$ cat src/rtl/uart_rx_core.sv
// uart_rx_core: UART receive engine, 8-N-1 (8-E-1 with UART_RX_PARITY_EN) sampled at bit centres.
// Ports: clk, rst (async, active-high), RX_serial_in (idle-high line), rx_ack (consume strobe),
//        rx_data/rx_valid (held byte), frame_err/parity_err (one-cycle pulses), overrun (sticky), busy.
// Optional macro UART_RX_PARITY_EN compiles in the PARITY state and live parity_err.
module uart_rx_core #(
  parameter int CLKS_PER_BIT = 868
) (
  input  logic       clk,
  input  logic       rst,
  input  logic       RX_serial_in,
  input  logic       rx_ack,
  output logic [7:0] rx_data,
  output logic       rx_valid,
  output logic       frame_err,
  output logic       parity_err,
  output logic       overrun,
  output logic       busy
);
`ifdef UART_RX_PARITY_EN
  typedef enum logic [2:0] {IDLE, START, DATA, STOP, BRK_WAIT, PARITY} state_t;
`else
  typedef enum logic [2:0] {IDLE, START, DATA, STOP, BRK_WAIT} state_t;
`endif
  localparam logic [15:0] HALF_M1 = 16'(CLKS_PER_BIT / 2 - 1);
  localparam logic [15:0] FULL_M1 = 16'(CLKS_PER_BIT - 1);
  state_t state_q, state_d;
  logic [15:0] cnt_q, cnt_d;
  logic [2:0] bit_q, bit_d;
  logic [7:0] shift_q, shift_d, rx_data_q, rx_data_d;
  logic sync1_q, sync2_q, hist_q;
  logic rx_valid_q, rx_valid_d, frame_err_q, frame_err_d, overrun_q, overrun_d;
  logic good, ack, par_bad;
`ifdef UART_RX_PARITY_EN
  logic par_bad_q, par_bad_d, parity_err_q, parity_err_d;
  assign par_bad = par_bad_q;
  assign parity_err = parity_err_q;
  always_ff @(posedge clk or posedge rst)
    if (rst) begin
      par_bad_q <= 1'b0;
      parity_err_q <= 1'b0;
    end else begin
      par_bad_q <= par_bad_d;
      parity_err_q <= parity_err_d;
    end
`else
  assign par_bad = 1'b0;
  assign parity_err = 1'b0;
`endif
  always_ff @(posedge clk or posedge rst)
    if (rst) begin
      state_q <= IDLE;
      cnt_q <= '0;
      bit_q <= '0;
      shift_q <= '0;
      sync1_q <= 1'b1;
      sync2_q <= 1'b1;
      hist_q <= 1'b1;
      rx_data_q <= '0;
      rx_valid_q <= 1'b0;
      frame_err_q <= 1'b0;
      overrun_q <= 1'b0;
    end else begin
      state_q <= state_d;
      cnt_q <= cnt_d;
      bit_q <= bit_d;
      shift_q <= shift_d;
      sync1_q <= RX_serial_in;
      sync2_q <= sync1_q;
      hist_q <= sync2_q;
      rx_data_q <= rx_data_d;
      rx_valid_q <= rx_valid_d;
      frame_err_q <= frame_err_d;
      overrun_q <= overrun_d;
    end
  always_comb begin
    state_d = state_q;
    cnt_d = cnt_q + 16'd1;
    bit_d = bit_q;
    shift_d = shift_q;
    frame_err_d = 1'b0;
    good = 1'b0;
`ifdef UART_RX_PARITY_EN
    par_bad_d = par_bad_q;
    parity_err_d = 1'b0;
`endif
    case (state_q)
      IDLE: begin
        cnt_d = '0;
        if (hist_q && !sync2_q) state_d = START;
      end
      START:
        if (cnt_q == HALF_M1) begin
          cnt_d = '0;
          bit_d = '0;
          state_d = sync2_q ? IDLE : DATA;
        end
      DATA:
        if (cnt_q == FULL_M1) begin
          cnt_d = '0;
          shift_d = {sync2_q, shift_q[7:1]};
          bit_d = bit_q + 3'd1;
`ifdef UART_RX_PARITY_EN
          if (bit_q == 3'd7) state_d = PARITY;
`else
          if (bit_q == 3'd7) state_d = STOP;
`endif
        end
`ifdef UART_RX_PARITY_EN
      PARITY:
        if (cnt_q == FULL_M1) begin
          cnt_d = '0;
          par_bad_d = ^{shift_q, sync2_q};
          state_d = STOP;
        end
`endif
      STOP:
        if (cnt_q == FULL_M1) begin
          cnt_d = '0;
          state_d = sync2_q ? IDLE : BRK_WAIT;
          frame_err_d = !sync2_q;
          good = sync2_q && !par_bad;
`ifdef UART_RX_PARITY_EN
          parity_err_d = sync2_q && par_bad;
`endif
        end
      BRK_WAIT: begin
        cnt_d = '0;
        if (sync2_q) state_d = IDLE;
      end
      default: state_d = IDLE;
    endcase
    ack = rx_ack && rx_valid_q;
    rx_valid_d = good || (rx_valid_q && !ack);
    rx_data_d = (good && (!rx_valid_q || ack)) ? shift_q : rx_data_q;
    overrun_d = (good && rx_valid_q && !ack) ? 1'b1 : (ack ? 1'b0 : overrun_q);
  end
  assign rx_data = rx_data_q;
  assign rx_valid = rx_valid_q;
  assign frame_err = frame_err_q;
  assign overrun = overrun_q;
  assign busy = state_q != IDLE;
endmodule
$ cat config.mk
export PLATFORM = sky130hd
export DESIGN_NAME = uart_rx_core
export DESIGN_NICKNAME = d
export VERILOG_FILES = /design/src/rtl/uart_rx_core.sv
export SDC_FILE = /design/constraint.sdc
export NUM_CORES = 1
export LEC_CHECK = 0
export BUFFER_PORTS_ARGS = -buffer_cell sky130_fd_sc_hd__buf_2
export CORE_MARGIN = 1
export CORE_UTILIZATION = 50
export CTS_CLUSTER_SIZE = 20
export DETAILED_ROUTE_END_ITERATION = 6
export PLACE_DENSITY = 0.66
export SETUP_SLACK_MARGIN = 0.5
export SLEW_MARGIN = 20
export SYNTH_ARGS = -nofsm -noshare
export SYNTH_HDL_FRONTEND = slang
export SYNTH_SLANG_ARGS = --single-unit
$ cat constraint.sdc
create_clock -name clk -period 3.6 [get_ports clk]
set_input_delay 0.36 -clock clk [delete_from_list [all_inputs] [get_ports clk]]
set_output_delay 0.36 -clock clk [all_outputs]
set_load 0.1 [all_outputs]
==> run summary, run 1 <==
Layout
* **ant diodes** 0
* **share of layout cells above drive strength 1** 0.179
* **final standard cell area without fillers** 2280 um2
* **area delta synth->final** 8.91%
* **post-layout instance count excluding filler cells** 246
* **nets@finish** 203

Worst setup path
* **Worst Setup Path Type** flop to flop
* **reg-to-reg startpoint** cnt_q[0]
* **data required time of the critical path** 3.78 ns
* **CP startpoint kind** flop
* **endpoint of the most critical register-to-register path** shift_q[0]
* **reg2reg path depth** 5
* **Critical Path Sink Type** flop
* **biggest fanout along the worst timing path** 10
* **CP arrival** 2.41 ns
* **slack of the worst reg-to-reg path** 1.37 ns

Logic synthesis
* **total number of yosys warnings** 0
* **post-synthesis cell area** 2090 um2
* **Post-Synthesis Cells** 182
* **Netlist cell types** 48
* **average cell area after synthesis** 11.5 um2
* **number of register bits inferred by synthesis** 44
* **Seq/Total Area, Yosys** 0.528
* **net count after synthesis** 190

Route
* **Post-route DRC** 0
* **number of nets with antenna violations after detailed routing** 0
* **wire length reported by the detailed router** 3660 um
* **Detail Route met2 WL** 1720 um
* **initial drt markers** 40
* **highest routing layer actually used** met4
* **sum of routed wire segments on met1** 1760 um
* **WL met3** 122 um
* **average detailed-routed wire length per instance** 14.9 um
* **mean number of vias per cell** 5.59
* **iteration count of the initial detailed-routing pass** 4
* **detailed-route via count** 1376

CTS
* **clock tree from TritonCTS** done
* **Resize count post-CTS** 0
* **H-tree depth** 2
* **# Post-CTS Setup Buffers** 0
* **count of clock tree sinks** 44
* **clock transition at the registers of the reported paths** 0.08 ns
* **Inserted Clock Buffers** 5
* **Clk Latency, worst-skew pair** 0.30 ns
* **cts hold-fix bufs** 0
* **clock tree buffer depth** 2
* **clock root buffer master** clkbuf_8

GRT
* **number of global-route vias before repair** 1319
* **number of antenna violations at the first check in global routing** 0
* **largest net degree at the start of global routing** 25
* **first-pass GRT wire length** 6100 um
* **leftover overflow at the end of global routing** 0
* **total routing resource utilization after global routing** 0.188

Timing
* **Min Clock Period, post-route** 2.23 ns
* **Final Hold Viols** 0
* **measured slew at the worst slew-check pin** 0.911 ns
* **final period utilization** 0.619
* **Fin Setup TNS** 0 ns
* **final setup violation count** 0
* **Layout Skew** 0.00708 ns
* **peak clock frequency supported by timing** 449 MHz
* **unrepaired setup endpoints after global routing** false
* **max-slew headroom at the worst pin** 0.392
* **number of pins exceeding their max-slew limit in the final report** 0

Hold path
* **hold path start** RX_serial_in
* **capture endpoint of the worst hold path** sync1_q
* **worst hold-check path type** primary input to flop
* **hold path depth** 1

Job
* **number of max-cap violations** 0

Pwr
* **leakage** 1.07 nW
* **Max rail drop VDD** 0.303 mV
* **Pwr Density** 495 nW/um2

Floorplan
* **area of the die** 4450 um2
* **count of standard-cell rows** 23
* **height of the die** 66.7 um
* **core region area** 4000 um2
* **io pins** 17
* **Die Wd** 66.7 um
* **initial standard-cell utilization of the core** 0.523

Placed design
* **instance area after placement** 2190 um2
* **global placer's final weighted congestion** 0.807
* **detailed placement HPWL** 2630 um
* **number of buffers added on ports** 15
* **Placed Cells incl. Taps** 238

Outcome
* **result of the run** completed

==> cells by family (layout without fill, tap and decap cells) <==
kind of cell / Yosys count / after routing / synth area share
and+or+nand+nor: 56 / 56 / 0.178
xor gates and xnor gates: 12 / 12 / 0.0502
other: 1 / 1 / 0.00179
buffers and inverters: 16 / 30 / 0.0329
DFF: 44 / 44 / 0.528
AOI/OAI and AO/OA: 32 / 32 / 0.0945
adders and majority gates: 4 / 4 / 0.0239
muxes: 17 / 17 / 0.0909
==> cells in the final DEF (no fill, tap or decap), types with 2 or more instances in the layout <==
cell type / instances
nor2b_1: 2
nor2_1: 5
ha_1: 4
and4bb_1: 2
dfstp_2: 3
buf_2: 15
nor4_1: 2
o211ai_1: 2
clkbuf_8: 5
o21ai_0: 2
mux2_1: 16
a22oi_1: 3
nand2_1: 9
nor3b_1: 2
nand4_1: 5
nor3_1: 4
or3_1: 3
nand3_1: 8
xnor2_1: 8
and4_1: 2
clkinv_2: 2
a21oi_1: 16
xor2_1: 4
inv_1: 6
dfrtp_1: 41
==> layer usage <==
metal | vias to the layer above | track usage
li1 | 678 | -
met3 | 6 | 0.0531
met2 | 22 | 0.297
met1 | 670 | 0.240
met4 | 0 | 0.0771
met5 | - | 0
==> how the worst max path moves through the flow <==
stage / from / end / slack [ns] / cells after the start
after floorplan: cnt_q[0] / shift_q[0] / 1.69 / 7
after global placement: cnt_q[0] / shift_q[4] / 1.45 / 5
after detailed placement: cnt_q[0] / shift_q[6] / 1.35 / 5
after CTS: cnt_q[0] / shift_q[6] / 1.35 / 5
after global routing: cnt_q[0] / shift_q[4] / 1.22 / 5
final: cnt_q[0] / shift_q[0] / 1.37 / 5
==> metrics by stage <==
step | power, mW | hold slack (ns) | utilization | setup slack [ns]
after detailed placement | 0.838 | 0.351 | 0.548 | 1.35
after CTS | 1.14 | 0.147 | 0.570 | 1.35
after global placement | 0.829 | 0.345 | 0.548 | 1.45
final | 1.13 | 0.156 | 0.570 | 1.37
after global routing | 1.20 | 0.146 | 0.570 | 1.22
after floorplan | 0.792 | 0.345 | - | 1.69
==> sequential cells by signal, indices dropped and copies added (netlist names) <==
signal	count
state_q	3
rx_valid	1
hist_q	1
overrun	1
cnt_q	16
frame_err	1
bit_q	3
sync1_q	1
rx_data	8
shift_q	8
sync2_q	1
==> critical path, cell delays in order (launching register included) <==
cell and delay [ns]:
dfrtp_1 0.42, ha_1 0.26, and4bb_1 0.24, and4_1 0.42, and2_1 0.42, mux2_1 0.36
==> final cells by class <==
cell class / count / area (um2)
fillers: 346 / 1720
multi-input cells: 122 / 918
clock buffers: 5 / 68.8
well taps: 50 / 62.6
flip-flops and latches: 44 / 1100
inverters: 6 / 22.5
clock inverters: 3 / 18.8
repair buffers: 16 / 82.6
==> where the power goes <==
group / leakage (nW) / internal (mW) / switching [mW]
registers: 0.595 / 0.527 / 0.0500
clock network: 0.0479 / 0.135 / 0.164
logic: 0.431 / 0.0710 / 0.181
==> synth_stat cells, drive strengths merged <==
library cell / number / area share
dfrtp: 41 / 0.49
a21oi: 17 / 0.042
mux2: 16 / 0.086
nand2: 9 / 0.016
nand3: 9 / 0.024
xnor2: 8 / 0.033
inv: 6 / 0.011
nand4: 6 / 0.021
buf: 5 / 0.013
clkbuf: 5 / 0.0090
nor2: 5 / 0.0090
nor3: 5 / 0.017
ha: 4 / 0.024
xor2: 4 / 0.017
a22oi: 3 / 0.011
and4bb: 3 / 0.018
dfstp: 3 / 0.038
nor3b: 3 / 0.013
nor4: 3 / 0.012
or3: 3 / 0.0090
and4: 2 / 0.0084
nor2b: 2 / 0.0060
o211ai: 2 / 0.0072
o21ai: 2 / 0.0048
a211o: 1 / 0.0042
a21boi: 1 / 0.0036
a21o: 1 / 0.0036
a31oi: 1 / 0.0030
a41oi: 1 / 0.0042
and2: 1 / 0.0030
and3: 1 / 0.0030
and3b: 1 / 0.0042
conb: 1 / 0.0018
mux2i: 1 / 0.0048
nand3b: 1 / 0.0036
nor4bb: 1 / 0.0048
o21bai: 1 / 0.0036
o221ai: 1 / 0.0042
o22ai: 1 / 0.0030
or4: 1 / 0.0054
(Power assumes the default switching activity.)
==> run 2: changes to the inputs <==
Settings changed: ABC_AREA from default to 1, PLACE_DENSITY 0.66 to 0.69.
Clock period 3.6 ns to 1.8 ns, I/O delays scaled along.
==> run summary, run 2 <==
Floorplan
* **area of the die** 4840 um2, was 4450 um2
* **Die Wd** 69.6 um, was 66.7 um
* **count of standard-cell rows** 24, was 23
* **height of the die** 69.6 um, was 66.7 um
* **io pins** 17, unchanged
* **initial standard-cell utilization of the core** 0.521, was 0.523
* **core region area** 4380 um2, was 4000 um2

Layout
* **register name with the most flops** cnt_q, unchanged
* **share of the core filled with cells in the final layout** 0.669, was 0.570
* **post-layout instance count excluding filler cells** 368, was 246
* **ant diodes** 0, unchanged
* **area delta synth->final** 28.4%, was 8.91%
* **highest-count cells in the layout ignoring fill and taps** 48 x nand2_1, 39 x inv_1, 35 x dfrtp_1, 19 x nand2_2, 19 x buf_4, was 41 x dfrtp_1, 16 x mux2_1, 16 x a21oi_1, 15 x buf_2, 9 x nand2_1
* **share of layout cells above drive strength 1** 0.396, was 0.179
* **nets@finish** 323, was 203
* **max reg flops** 16, unchanged
* **final standard cell area without fillers** 2930 um2, was 2280 um2
* **commonest non-fill, non-tap cell in the layout** nand2_1, was dfrtp_1

Worst setup path
* **Largest delay share family, worst path** simple AND/OR/NAND/NOR gates, unchanged
* **sum of buffers and inverters on the critical path** 1, was 0
* **CP startpoint kind** flop, unchanged
* **biggest fanout along the worst timing path** 6, was 10
* **Worst Setup Path Type** flop to flop, unchanged
* **highest cell delay on the worst timing path** 0.44 ns, was 0.42 ns
* **cell-by-cell listing of the critical path** inv_2 -> ha_4 -> nand3_2 -> nor2_2 -> nand2_2 -> nand2_4 -> nand3_4 -> and3_1, was ha_1 -> and4bb_1 -> and4_1 -> and2_1 -> mux2_1
* **data required time of the critical path** 2.00 ns, was 3.78 ns
* **slowest cell on the critical path** dfrtp_1, unchanged
* **CP arrival** 1.70 ns, was 2.41 ns
* **Critical Path Sink Type** flop, unchanged

Logic synthesis
* **Commonest cells post-synth** 60 x nand2_1, 41 x dfrtp_1, 41 x inv_1, 25 x nor2_1, 14 x o21ai_0, was 41 x dfrtp_1, 16 x a21oi_1, 16 x mux2_1, 9 x nand2_1
* **post-synthesis cell area** 2280 um2, was 2090 um2
* **Netlist cell types** 33, was 48
* **average cell area after synthesis** 8.40 um2, was 11.5 um2
* **total number of yosys warnings** 0, unchanged
* **share of flip-flops with an asynchronous set or reset after synthesis** 1.00, unchanged
* **number of register bits inferred by synthesis** 44, unchanged
* **most instantiated library cell after synthesis** nand2_1, was dfrtp_1
* **Post-Synthesis Cells** 272, was 182
* **net count after synthesis** 280, was 190
* **leading cell types by total area after synthesis** dfrtp_1 45%, nand2_1 9.9%, inv_1 6.7%, was dfrtp_1 49%, mux2_1 8.6%, a21oi_1 3.8%
* **number of flops mapped to enable cells by yosys** 0, unchanged
* **cell type with the largest total area after synthesis** dfrtp_1, unchanged
* **prevailing post-synth register cell** dfrtp_1, unchanged
* **Seq/Total Area, Yosys** 0.484, was 0.528
* **top cell type's share of synthesized area** 0.449, was 0.490

GRT
* **number of global-route vias before repair** 1768, was 1319
* **number of antenna violations at the first check in global routing** 0, unchanged
* **total routing resource utilization after global routing** 0.212, was 0.188
* **largest net degree at the start of global routing** 21, was 25
* **first-pass GRT wire length** 8050 um, was 6100 um
* **leftover overflow at the end of global routing** 0, unchanged

Placed design
* **global placer's final weighted congestion** 0.856, was 0.807
* **Placed Cells incl. Taps** 337, was 238
* **detailed placement HPWL** 2980 um, was 2630 um
* **number of buffers added on ports** 15, unchanged
* **worst setup timing slack at the placement stage** 0.169 ns, was 1.35 ns
* **instance area after placement** 2420 um2, was 2190 um2

Timing
* **unrepaired setup endpoints after global routing** true, was false
* **final setup violation count** 0, unchanged
* **number of pins exceeding their max-slew limit in the final report** 0, unchanged
* **peak clock frequency supported by timing** 667 MHz, was 449 MHz
* **Fin Setup TNS** 0 ns, unchanged
* **Layout Skew** 0.0102 ns, was 0.00708 ns
* **Min Clock Period, post-route** 1.50 ns, was 2.23 ns
* **final period utilization** 0.833, was 0.619
* **worst hold slack** 0.156 ns, about the same
* **Final Hold Viols** 0, unchanged
* **worst setup slack after layout** 0.301 ns, was 1.37 ns

Job
* **number of max-cap violations** 0, unchanged

Pwr
* **leakage** 1.39 nW, was 1.07 nW
* **Pwr Density** 967 nW/um2, was 495 nW/um2
* **Overall Power** 2.84 mW, was 1.13 mW
* **Max rail drop VDD** 0.586 mV, was 0.303 mV

Route
* **wire length reported by the detailed router** 4800 um, was 3660 um
* **number of nets with antenna violations after detailed routing** 0, unchanged
* **detailed-route via count** 1833, was 1376
* **mean number of vias per cell** 4.98, was 5.59
* **iteration count of the initial detailed-routing pass** 4, unchanged
* **average detailed-routed wire length per instance** 13.0 um, was 14.9 um
* **Post-route DRC** 0, unchanged
* **initial drt markers** 108, was 40

Hold path
* **worst hold-check path type** primary input to flop, unchanged

CTS
* **count of clock tree sinks** 44, unchanged
* **clock tree from TritonCTS** done, unchanged
* **Inserted Clock Buffers** 5, unchanged
* **H-tree depth** 2, unchanged
* **clock root buffer master** clkbuf_8, unchanged
* **Clk Latency, worst-skew pair** 0.31 ns, was 0.30 ns
* **clock transition at the registers of the reported paths** 0.09 ns, was 0.08 ns
* **clock tree buffer depth** 2, unchanged

Outcome
* **result of the run** completed, unchanged

## run 2: cells by family (layout without fill, tap and decap cells)
| kind of cell | after synthesis | in the layout | synth area share |
|---|---|---|---|
| AOI/OAI and AO/OA | 34 | 34 | 0.0937 |
| xor gates and xnor gates | 5 | 5 | 0.0192 |
| adders and majority gates | 4 | 4 | 0.0219 |
| buffers and inverters | 53 | 94 | 0.0970 |
| DFF | 44 | 44 | 0.484 |
| other | 1 | 1 | 0.00164 |
| and+or+nand+nor | 131 | 134 | 0.283 |
## run 2: layout make-up
cell class,instances,area [um2]
fill,345,1450
clock inverter,3,47.5
sequential,44,1110
inverter,49,186
timing repair buffer,37,289
tap,52,65.1
multi-input combinational,178,1160
clock buffer,5,68.8
## run 2: repair_timing
item | CTS | global route
hold buffers | 2 | 0
setup buffers | 11 | 7
resized for setup | 33 | 28
hold endpoints to repair | 19 | 0
pin swaps | 19 | 12
gates cloned | 3 | 0
endpoints found under the setup margin | 41 | 47
## run 2: per-layer routing
metal,up-vias,GRT usage,wire length (um)
met1,848,0.269,2110
met5,-,0,0
met2,37,0.359,2440
met3,5,0.0392,193
li1,943,-,-
met4,0,0.0839,59
## run 2: path summary, 6_finish.rpt
path	start	endpoint	slack, ns	cells after the start
max in group asynchronous	rst	hist_q	0.80	4
worst min-delay path	rx_ack	overrun	0.16	3
worst max register to register	cnt_q[1]	cnt_q[14]	0.30	8
worst min register to register	sync1_q	sync2_q	0.36	0
min in group asynchronous	rst	rx_valid	0.40	3
worst max-delay path	cnt_q[1]	cnt_q[14]	0.30	8
## run 2: worst min-delay path, cell delays in order
cell      delay, ns
buf_2          0.09
nand2_1        0.04
a21boi_1       0.11
## run 2: power by group
group	leakage [nW]	internal, mW	switching, mW
clock	0.0583	0.418	0.363
sequential	0.588	1.06	0.0854
combinational	0.746	0.345	0.569
total	1.39	1.82	1.02
